--- src/rtl/tros_readout_rx.sv ---
// Receive side of the ring-oscillator counter readout link.
// A start request sends a one-cycle latch_counter pulse together with the
// selected counter index. The returned serial frame is then deserialised:
// a 4-bit header 1010, then LENGTH payload bits, MSB first.
module tros_readout_rx #(
    parameter int LENGTH     = 20,
    parameter int PIPE_DELAY = 0
) (
    input  logic              clk,
    input  logic              reset,
    input  logic              start,
    input  logic [1:0]        sel,
    output logic              latch_counter,
    output logic [1:0]        counter_select,
    input  logic              data_in,
    output logic              busy,
    output logic [LENGTH-1:0] count,
    output logic [1:0]        count_sel,
    output logic              count_valid,
    output logic              hdr_error
);

    localparam int BW = (LENGTH > 1) ? $clog2(LENGTH) : 1;
    localparam int WW = (PIPE_DELAY > 0) ? $clog2(PIPE_DELAY + 1) : 1;
    localparam logic [3:0]    HDR_PATTERN = 4'b1010;
    localparam logic [BW-1:0] LAST_BIT    = BW'(LENGTH - 1);
    localparam logic [WW-1:0] WAIT_LAST   = WW'((PIPE_DELAY > 0) ? PIPE_DELAY - 1 : 0);

    typedef enum logic [2:0] {
        IDLE  = 3'd0,
        LATCH = 3'd1,
        WAIT  = 3'd2,
        HDR   = 3'd3,
        DATA  = 3'd4
    } state_t;

    state_t            state;
    state_t            state_nxt;
    logic [BW-1:0]     bit_cnt;
    logic [1:0]        hdr_idx;
    logic [WW-1:0]     wait_cnt;
    logic [LENGTH-1:0] shift;
    logic              hdr_bad;
    logic              last_bit;
    logic              wait_done;

    // Decode helpers: header bits are checked MSB first, so index 0 maps to bit 3.
    always_comb begin
        hdr_bad   = (data_in != HDR_PATTERN[~hdr_idx]);
        last_bit  = (bit_cnt == LAST_BIT);
        wait_done = (wait_cnt == WAIT_LAST);
    end

    // State register.
    always_ff @(posedge clk) begin
        if (reset) begin
            state <= IDLE;
        end else begin
            state <= state_nxt;
        end
    end

    // Next-state logic; start outside IDLE is dropped, not queued.
    always_comb begin
        state_nxt = state;
        case (state)
            IDLE:    if (start) state_nxt = LATCH;
            LATCH:   state_nxt = (PIPE_DELAY == 0) ? HDR : WAIT;
            WAIT:    if (wait_done) state_nxt = HDR;
            HDR: begin
                if (hdr_bad) begin
                    state_nxt = IDLE;
                end else if (hdr_idx == 2'd3) begin
                    state_nxt = DATA;
                end
            end
            DATA:    if (last_bit) state_nxt = IDLE;
            default: state_nxt = IDLE;
        endcase
    end

    // Output decode from the current state.
    always_comb begin
        busy = (state != IDLE);
    end

    // Registered outputs, counters and payload shift register.
    always_ff @(posedge clk) begin
        if (reset) begin
            latch_counter  <= 1'b0;
            counter_select <= 2'd0;
            count          <= '0;
            count_sel      <= 2'd0;
            count_valid    <= 1'b0;
            hdr_error      <= 1'b0;
            bit_cnt        <= '0;
            hdr_idx        <= 2'd0;
            wait_cnt       <= '0;
            shift          <= '0;
        end else begin
            latch_counter <= (state == IDLE) && start;
            count_valid   <= 1'b0;
            hdr_error     <= 1'b0;
            if ((state == IDLE) && start) begin
                counter_select <= sel;
            end
            case (state)
                LATCH: begin
                    wait_cnt <= '0;
                    hdr_idx  <= 2'd0;
                end
                WAIT: begin
                    wait_cnt <= wait_cnt + WW'(1);
                end
                HDR: begin
                    hdr_idx <= hdr_idx + 2'd1;
                    bit_cnt <= '0;
                    if (hdr_bad) begin
                        hdr_error <= 1'b1;
                    end
                end
                DATA: begin
                    shift   <= {shift[LENGTH-2:0], data_in};
                    bit_cnt <= bit_cnt + BW'(1);
                    if (last_bit) begin
                        count       <= {shift[LENGTH-2:0], data_in};
                        count_sel   <= counter_select;
                        count_valid <= 1'b1;
                    end
                end
                default: ;
            endcase
        end
    end

endmodule
--- config.mk ---
export PLATFORM = sky130hd
export DESIGN_NAME = tros_readout_rx
export DESIGN_NICKNAME = d
export VERILOG_FILES = /design/src/rtl/tros_readout_rx.sv
export SDC_FILE = /design/constraint.sdc
export NUM_CORES = 1
export LEC_CHECK = 0
export CORE_MARGIN = 2
export CORE_UTILIZATION = 30
export CTS_CLUSTER_SIZE = 20
export DETAILED_ROUTE_END_ITERATION = 8
export MAX_ROUTING_LAYER = met4
export PLACE_DENSITY = 0.53
export SLEW_MARGIN = 20
export SYNTH_ARGS = -nofsm -noshare
export SYNTH_HDL_FRONTEND = slang
export SYNTH_SLANG_ARGS = --single-unit
export TNS_END_PERCENT = 100
--- constraint.sdc ---
create_clock -name clk -period 1.97 [get_ports clk]
set_clock_uncertainty 0.1 [all_clocks]
set_input_delay 0.394 -clock clk [delete_from_list [all_inputs] [get_ports clk]]
set_output_delay 0.394 -clock clk [all_outputs]
set_load 0.005 [all_outputs]
==> summary.txt, run 1 <==
Synth async-reset ratio = 0%
RePlAce Congestion = 0.764
Hold Path Sink = shift[18]$_SDFFE_PP0P_
MaxCap Viol Count = 0
H-tree depth = 3
Clock transition at path regs = 0.07 ns
Clk buf depth = 2
Internal = 2.04 mW
CP Launch Type = flip-flop
Ys flop type = dfxtp_1
Die area = 0.00852 mm2
Mux cell area share after synthesis = 0.856%
P_leak = 1.02 nW
Ports = 34
Initial antenna violation count = 0
Gr ovfl total = 0
Worst hold path type = reg2reg
Post-Synth Simple-Gate Area = 21.0%
Status = finished clean
Mapped Cells = 277
Setup TNS = 0 ns
Antenna diodes = 0
Synth warnings = 0
Req. time, crit path = 1.48 ns
Largest family of logic cells by synthesized area = compound AO/OA/AOI/OAI gates
Slew headroom = 58.8%
Power density cells = 858 mW/mm2
Leading area contributor after synthesis = dfxtp_1
Vias in the first global route = 2000
FF-to-FF End = state[2]$_SDFFE_PP0P_
Final WS setup = 0.142 ns
Mean Syn Cell Area = 8.45 um2
FF-to-FF path depth = 4
Actual slew at the worst max-slew pin = 0.618 ns
Largest net degree at the start of global routing = 43
Clock network power share = 49.6%
Nets = 318
Post-synth top area share = 48.8%
TritonCTS clock tree = yes
Core area = 0.00765 mm2
Compound-Gate Fraction of Synth Area = 21.4%
Routed vias/inst = 4.96
Post-Layout Inst Area = 0.00304 mm2
Wire per inst = 12.7 um
Worst EP arrival = 1.33 ns
Worst VDD drop = 367 uV
Switching Share = 21.6%
Post-layout util = 39.7%
Syn Nets = 287
Post-DP Area = 0.00280 mm2
Setup Fix Bufs, Post-CTS = 0
Global-route wire length before repair = 9.14 mm
Number of core rows = 32
DR iter-0 viols = 139
R2R setup slack = 0.26 ns
Dpl hpwl = 3.28 mm
Delay of the slowest critical-path stage = 0.37 ns
Syn-to-layout area delta = 29.9%
Seq pwr share = 45.3%
Fin. Hold Viols = 0
GRT Total Usage = 13.7%
Post-synthesis cell type count = 39
Critical path's slowest cell = or3_1
RSZ-0062 raised after global routing = no
Most frequent cells in the layout = 56 x dfxtp_1, 45 x a21oi_1, 45 x nand2_1
WS Path Type = reg2out
DRT Pass-1 Iters = 4
Clock Sinks = 57
Switching Power = 562 uW
Final period utilization = 92.8%
Via count = 2057
Power Total = 2.61 mW
Layout cells sized above 1 = 10.5%
Top layer in use = met4
Fmax = 0.547 GHz
Hold Path Stages = 2
Hold_sp = shift[18]$_SDFFE_PP0P_
Die Y = 92.3 um
WL met3 = 199 um
Starting Density = 30.6%
Max-slew violation count = 0
EDFF count, synth = 0
Critical-path cell list = or3_1 -> dlygate4sd2_1
Seq/Total Area, Yosys = 48.8%
Met1 Wirelength = 2.60 mm
Dpl ws = 0.0976 ns
Setup violators final = 0
Worst-Skew Late Latency = 0.33 ns
Antenna Nets Post-Route = 0
Commonest non-fill, non-tap cell in the layout = dfxtp_1
Top cells by area, synth = dfxtp_1 49%, a21oi_1 9.6%, nand2_1 7.2%
Yosys reg bits = 57
IO buf count = 33
Synth Area in Adders = 2.14%
Root buffer cell = clkbuf_8
Fin crit period = 1.83 ns
Comb power frac = 5.1%
Crit end category = output port
Netlist Area Pre-Place = 0.00234 mm2
Num CTS Buffers = 9
DRC viols = 0
Xor/xnor share of the synthesized area = 0%
WL met2 = 2.35 mm
DIE WIDTH = 92.3 um
Routed WL = 5.27 mm
Worst Path Max Fanout = 6
Critical R2R Launch = state[0]$_SDFFE_PP0P_
[worst max-delay path, delay by kind of cell, from the launching register on]
| kind | cells | cell delay, ns |
|---|---|---|
| buffers and inverters | 1 | 0.28 |
| flip-flops | 1 | 0.35 |
| AND/OR/NAND/NOR | 1 | 0.37 |
[worst max-delay path by stage]
stage	start	end	slack, ns	cells after the start
final	state[0]$_SDFFE_PP0P_	busy	0.14	2
after floorplan	bit_cnt[0]$_SDFFE_PP0P_	state[2]$_SDFFE_PP0P_	0.42	5
after detailed placement	start	state[2]$_SDFFE_PP0P_	0.1	4
after global routing	state[0]$_SDFFE_PP0P_	busy	0.08	2
after global placement	start	state[2]$_SDFFE_PP0P_	0.14	4
after CTS	state[0]$_SDFFE_PP0P_	busy	0.12	2
[layer usage]
layer / vias up / track usage [%]
li1: 1036 / -
met1: 961 / 17.3
met2: 47 / 20.7
met3: 13 / 3.17
met4: 0 / 6.84
met5: - / -
[cell usage after synthesis, types with 3 or more instances]
library cell / number
a2111oi_0: 3
or3_1: 3
ha_1: 4
dfxtp_1: 57
buf_6: 3
o21ai_0: 20
nand2b_1: 3
clkbuf_1: 14
nand3_1: 26
buf_2: 7
o21ai_1: 4
a211oi_1: 3
nor2_1: 6
nand2_1: 45
a21oi_1: 45
inv_1: 4
nor2b_1: 4
[registers in the layout, summed over array words and instances, names as in the netlist, 2 cells and up]
name,count
counter_select,2
bit_cnt,5
state,3
count,20
count_sel,2
hdr_idx,2
shift,19
[repair_timing]
item                       4_1_cts  5_1_grt
setup endpoints to repair        1        0
hold endpoints to repair         0        0
gates resized for setup          2        0
hold buffers                     0        0
[metrics by stage]
stage,instances,hold slack [ns]
5_1_grt,415,0.389
2_1_floorplan,277,0.337
4_1_cts,415,0.364
3_3_place_gp,399,0.346
6_report,415,0.366
3_5_place_dp,399,0.354
[power by group through the flow]
stage / logic [mW] / clock network, mW / registers, mW
finish: 0.134 / 1.29 / 1.18
global route: 0.147 / 1.37 / 1.18
CTS: 0.135 / 1.32 / 1.18
detailed placement: 0.137 / 0 / 1.21
global placement: 0.137 / 0 / 1.21
floorplan: 0.0870 / 0 / 1.20
[layout make-up]
class,count,area (um2)
clock inverters,4,73.8
flip-flops and latches,57,1140
fillers,771,4610
inverters,4,15.0
clock buffers,12,165
well taps,102,128
repair buffers,44,432
multi-input cells,192,1080
[cell families (layout without fill, tap and decap cells)]
kind of cell / count (synthesis) / in the layout
adder cells (fa/ha/maj): 4 / 4
AO/OA/AOI/OAI: 87 / 87
multiplexers: 2 / 2
buffers and inverters: 28 / 64
flip-flops: 57 / 57
AND/OR/NAND/NOR: 99 / 99
(Power assumes the default switching activity.)
==> run 2: changes to the inputs <==
- CORE_UTILIZATION: 30 -> 53
- PLACE_DENSITY: 0.53 -> 0.82
==> run 2 against run 1 <==
Compared with the run above: final cell count is 13% lower; die area is 42% lower; non-clock buffer count is 1 lower; power is 11% lower; core utilization is 28 points higher; fmax is 0.39% lower; flip-flop and latch count stayed put; critical path type unchanged; routed wire length is 6.3% lower.
==> summary.txt, run 2 (synthesized netlist as in run 1, its figures left out) <==
DRT Pass-1 Iters = 4
Wire per inst = 13.6 um
Worst Path Max Fanout = 4
R2R setup slack = 0.24 ns
Worst EP arrival = 1.34 ns
MaxCap Viol Count = 0
Starting Density = 54.5%
Num CTS Buffers = 9
Clock Sinks = 57
Max-slew violation count = 0
Routed WL = 4.94 mm
Final period utilization = 93.1%
Fin crit period = 1.83 ns
Antenna diodes = 0
Actual slew at the worst max-slew pin = 0.456 ns
Fmax = 0.545 GHz
Post-DP Area = 0.00272 mm2
Global-route wire length before repair = 8.20 mm
Critical path's slowest cell = or3_1
Fin. Hold Viols = 0
Req. time, crit path = 1.48 ns
Number of core rows = 24
Syn-to-layout area delta = 23.9%
Largest net degree at the start of global routing = 43
FILL cells = 383
Nets = 317
Critical-path cell list = or3_1 -> dlygate4sd2_1
IO buf count = 33
Top delay family on crit path = simple AND/OR/NAND/NOR gates
DIE WIDTH = 70.4 um
Setup violators final = 0
Antenna Nets Post-Route = 0
Worst VDD drop = 486 uV
Gr ovfl total = 0
Clock transition at path regs = 0.06 ns
Area of the multi-input gates = 0.00108 mm2
DR iter-0 viols = 148
Slew headroom = 69.5%
Reg with most FFs = count
H-tree depth = 3
Worst-Skew Late Latency = 0.34 ns
Delay of the slowest critical-path stage = 0.38 ns
DRC viols = 0
Setup TNS = 0 ns
Ports = 34
Reg area = 0.00114 mm2
Dpl hpwl = 3.11 mm
TritonCTS clock tree = yes
Die Y = 70.4 um
Layout cells sized above 1 = 9.00%
Power Total = 2.33 mW
Cts hold-fix bufs = 0
WS Path Type = reg2out
Die area = 0.00496 mm2
Status = finished clean
Worst hold path type = reg2reg
Clk buf depth = 2
Biggest regs = count: 20 flops, shift: 19 flops, bit_cnt: 5 flops
GRT Total Usage = 21.6%
P_leak = 0.969 nW
Crit end category = output port
CP Launch Type = flip-flop
Max reg flops = 20
Final hold slack = 0.363 ns
Vias in the first global route = 1814
RePlAce Congestion = 0.772
Initial antenna violation count = 0
RSZ-0062 raised after global routing = no
Post-Layout Inst Area = 0.00290 mm2
Via count = 2055
Routed vias/inst = 5.66
Most frequent cells in the layout = 56 x dfxtp_1, 45 x a21oi_1, 45 x nand2_1
Root buffer cell = clkbuf_8
CP Buf/Inv Count = 1
Core area = 0.00429 mm2
Commonest non-fill, non-tap cell in the layout = dfxtp_1
Power density cells = 804 mW/mm2
[run 2: per-layer routing]
layer	part of all wire [%]	track usage, %	vias to the layer above
met4	2.6	13.0	0
met5	0	-	-
met3	3.6	4.04	14
met2	48	33.0	47
li1	-	-	1033
met1	45	26.4	961
[run 2: final timing paths]
kind                                              start                     end  cells past startpoint
worst max register to register  bit_cnt[0]$_SDFFE_PP0P_   count[3]$_SDFFE_PP0P_                      5
worst min register to register   shift[18]$_SDFFE_PP0P_  shift[18]$_SDFFE_PP0P_                      2
worst min-delay path             shift[18]$_SDFFE_PP0P_  shift[18]$_SDFFE_PP0P_                      2
worst max-delay path              state[0]$_SDFFE_PP0P_                    busy                      2
[run 2: where the power goes]
part,total (mW),internal (mW),switching (mW)
clock,1.01,0.576,0.435
sequential,1.18,1.17,0.0155
combinational,0.138,0.0660,0.0720
[run 2: worst reg2reg max path, delay by kind of cell, from the launching register on]
kind	cells	cell delay, ns
buffers and inverters	1	0.33
AND/OR/NAND/NOR	2	0.45
adder cells (fa/ha/maj)	1	0.26
AO/OA/AOI/OAI	1	0.14
flip-flops	1	0.38
[run 2: what timing repair did]
| item | 4_1_cts | 5_1_grt |
|---|---|---|
| setup buffers | 0 | 0 |
| gates resized for setup | 3 | 0 |
| endpoints found under the setup margin | 1 | 0 |
[run 2: final cells by class]
cell class | instances | area share, %
tap | 52 | 2.25
sequential | 57 | 39.5
multi-input combinational | 192 | 37.4
inverter | 4 | 0.518
clock buffer | 12 | 4.66
timing repair buffer | 43 | 14.2
clock inverter | 3 | 1.47
[run 2: through the flow]
step	setup slack, ns	util, %	instances
finish	0.135	67.5	363
global route	0.00919	67.5	363
CTS	0.126	67.5	363
detailed placement	0.122	63.3	348
global placement	0.146	63.3	348
floorplan	0.422	-	277
==> run 3: changes to the inputs <==
- CELL_PAD_IN_SITES_DETAIL_PLACEMENT: not set -> 1
- CELL_PAD_IN_SITES_GLOBAL_PLACEMENT: not set -> 2
- CORE_UTILIZATION: 53 -> 32
==> run 3 against run 2 <==
Compared with the run above: sequential power barely moved; non-clock buffer count rose by 2; final cell count rose by 14%; design area rose by 5.2%; worst hold slack improved by 0.0087 ns; fmax fell by 0.51%; largest power group is now the clock network; die area rose by 61%; clock power rose by 29%; power rose by 12%; via count fell by 0.58%.
==> summary.txt, run 3 (synthesized netlist as in run 1, its figures left out) <==
Status = finished clean
Worst EP arrival = 1.35 ns
Reg area = 0.00114 mm2
Crit end category = output port
Final period utilization = 93.6%
TritonCTS clock tree = yes
Reg with most FFs = count
Gr ovfl total = 0
Final hold slack = 0.371 ns
Setup violators final = 0
Clock Sinks = 57
Number of core rows = 31
Biggest regs = count: 20 flops, shift: 19 flops, bit_cnt: 5 flops
Actual slew at the worst max-slew pin = 0.545 ns
Dpl hpwl = 3.73 mm
Power density cells = 859 mW/mm2
Initial antenna violation count = 0
Fmax = 0.542 GHz
Req. time, crit path = 1.48 ns
Layout cells sized above 1 = 10.8%
P_leak = 1.02 nW
DIE WIDTH = 89.5 um
Largest net degree at the start of global routing = 38
Routed WL = 5.88 mm
DR iter-0 viols = 70
Crit path from = state[1]$_SDFFE_PP0P_
Nets = 319
Slew headroom = 63.7%
H-tree depth = 3
Max reg flops = 20
Fin. Hold Viols = 0
Worst hold path type = reg2reg
Ports = 34
Die Y = 89.5 um
Critical R2R Launch = state[0]$_SDFFE_PP0P_
Vias in the first global route = 2038
MaxCap Viol Count = 0
RSZ-0062 raised after global routing = no
Hold_sp = shift[16]$_SDFFE_PP0P_
Clock transition at path regs = 0.07 ns
Post-Layout Inst Area = 0.00305 mm2
Die area = 0.00801 mm2
DRT Pass-1 Iters = 4
GRT Total Usage = 16.9%
Wire per inst = 14.2 um
Antenna Nets Post-Route = 0
Worst-Skew Late Latency = 0.34 ns
Num CTS Buffers = 9
IO buf count = 33
WS Path Type = reg2out
Fin crit period = 1.84 ns
Root buffer cell = clkbuf_8
Setup Fix Bufs, Post-CTS = 0
Routed vias/inst = 4.95
Max-slew violation count = 0
Antenna diodes = 0
Clk buf depth = 2
Setup TNS = 0 ns
Starting Density = 32.6%
Core area = 0.00718 mm2
Post-DP Area = 0.00280 mm2
CP Launch Type = flip-flop
Worst VDD drop = 322 uV
Most frequent cells in the layout = 56 x dfxtp_1, 45 x a21oi_1, 45 x nand2_1
Global-route wire length before repair = 9.93 mm
Area of the multi-input gates = 0.00108 mm2
Worst Path Max Fanout = 11
Commonest non-fill, non-tap cell in the layout = dfxtp_1
FILL cells = 858
Syn-to-layout area delta = 30.3%
Via count = 2043
DRC viols = 0
RePlAce Congestion = 0.727
==> run 3: critical path, cell delays in order (launching register included) <==
cell,delay (ns)
dfxtp_4,0.38
or3_1,0.36
dlygate4sd2_1,0.27
==> run 3: final timing paths <==
kind / slack [ns] / cells past startpoint / end
worst max-delay path: 0.13 / 2 / busy
worst max register to register: 0.25 / 4 / state[2]$_SDFFE_PP0P_
worst min register to register: 0.37 / 2 / shift[17]$_SDFFE_PP0P_
worst min-delay path: 0.37 / 2 / shift[17]$_SDFFE_PP0P_
==> run 3: area by class of cell <==
cell class | instances | share of cell area (%)
sequential | 57 | 37.5
multi-input combinational | 192 | 35.5
timing repair buffer | 45 | 14.5
clock buffer | 12 | 5.42
tap | 99 | 4.06
clock inverter | 4 | 2.42
inverter | 4 | 0.492
==> run 3: stage by stage <==
| stage | std cells | utilization, % | total power [mW] | setup slack [ns] |
|---|---|---|---|---|
| floorplan | 277 | - | 1.29 | 0.422 |
| global placement | 397 | 39.1 | 1.35 | 0.144 |
| detailed placement | 397 | 39.1 | 1.35 | 0.0901 |
| CTS | 413 | 42.4 | 2.65 | 0.106 |
| global route | 413 | 42.5 | 2.71 | 0.0640 |
| finish | 413 | 42.5 | 2.62 | 0.126 |
==> run 3: per-layer routing <==
layer	global-route usage, %	up-vias	share of wire, %
met5	-	-	0
met4	8.55	0	2.2
met3	2.49	8	2.3
met2	26.1	31	47
met1	21.6	962	49
li1	-	1042	-
==> run 3: where the power goes <==
part	switching [mW]	internal, mW	total [mW]
Clock	0.485	0.816	1.30
Sequential	0.0156	1.17	1.18
Combinational	0.0726	0.0657	0.138
Total	0.573	2.05	2.62
==> run 3: what timing repair did <==
action                     in CTS  in global routing
gates resized for setup         3                  1
setup endpoints to repair       1                  2
hold endpoints to repair        0                  0
pin swaps                       0                  0
hold buffers                    0                  0
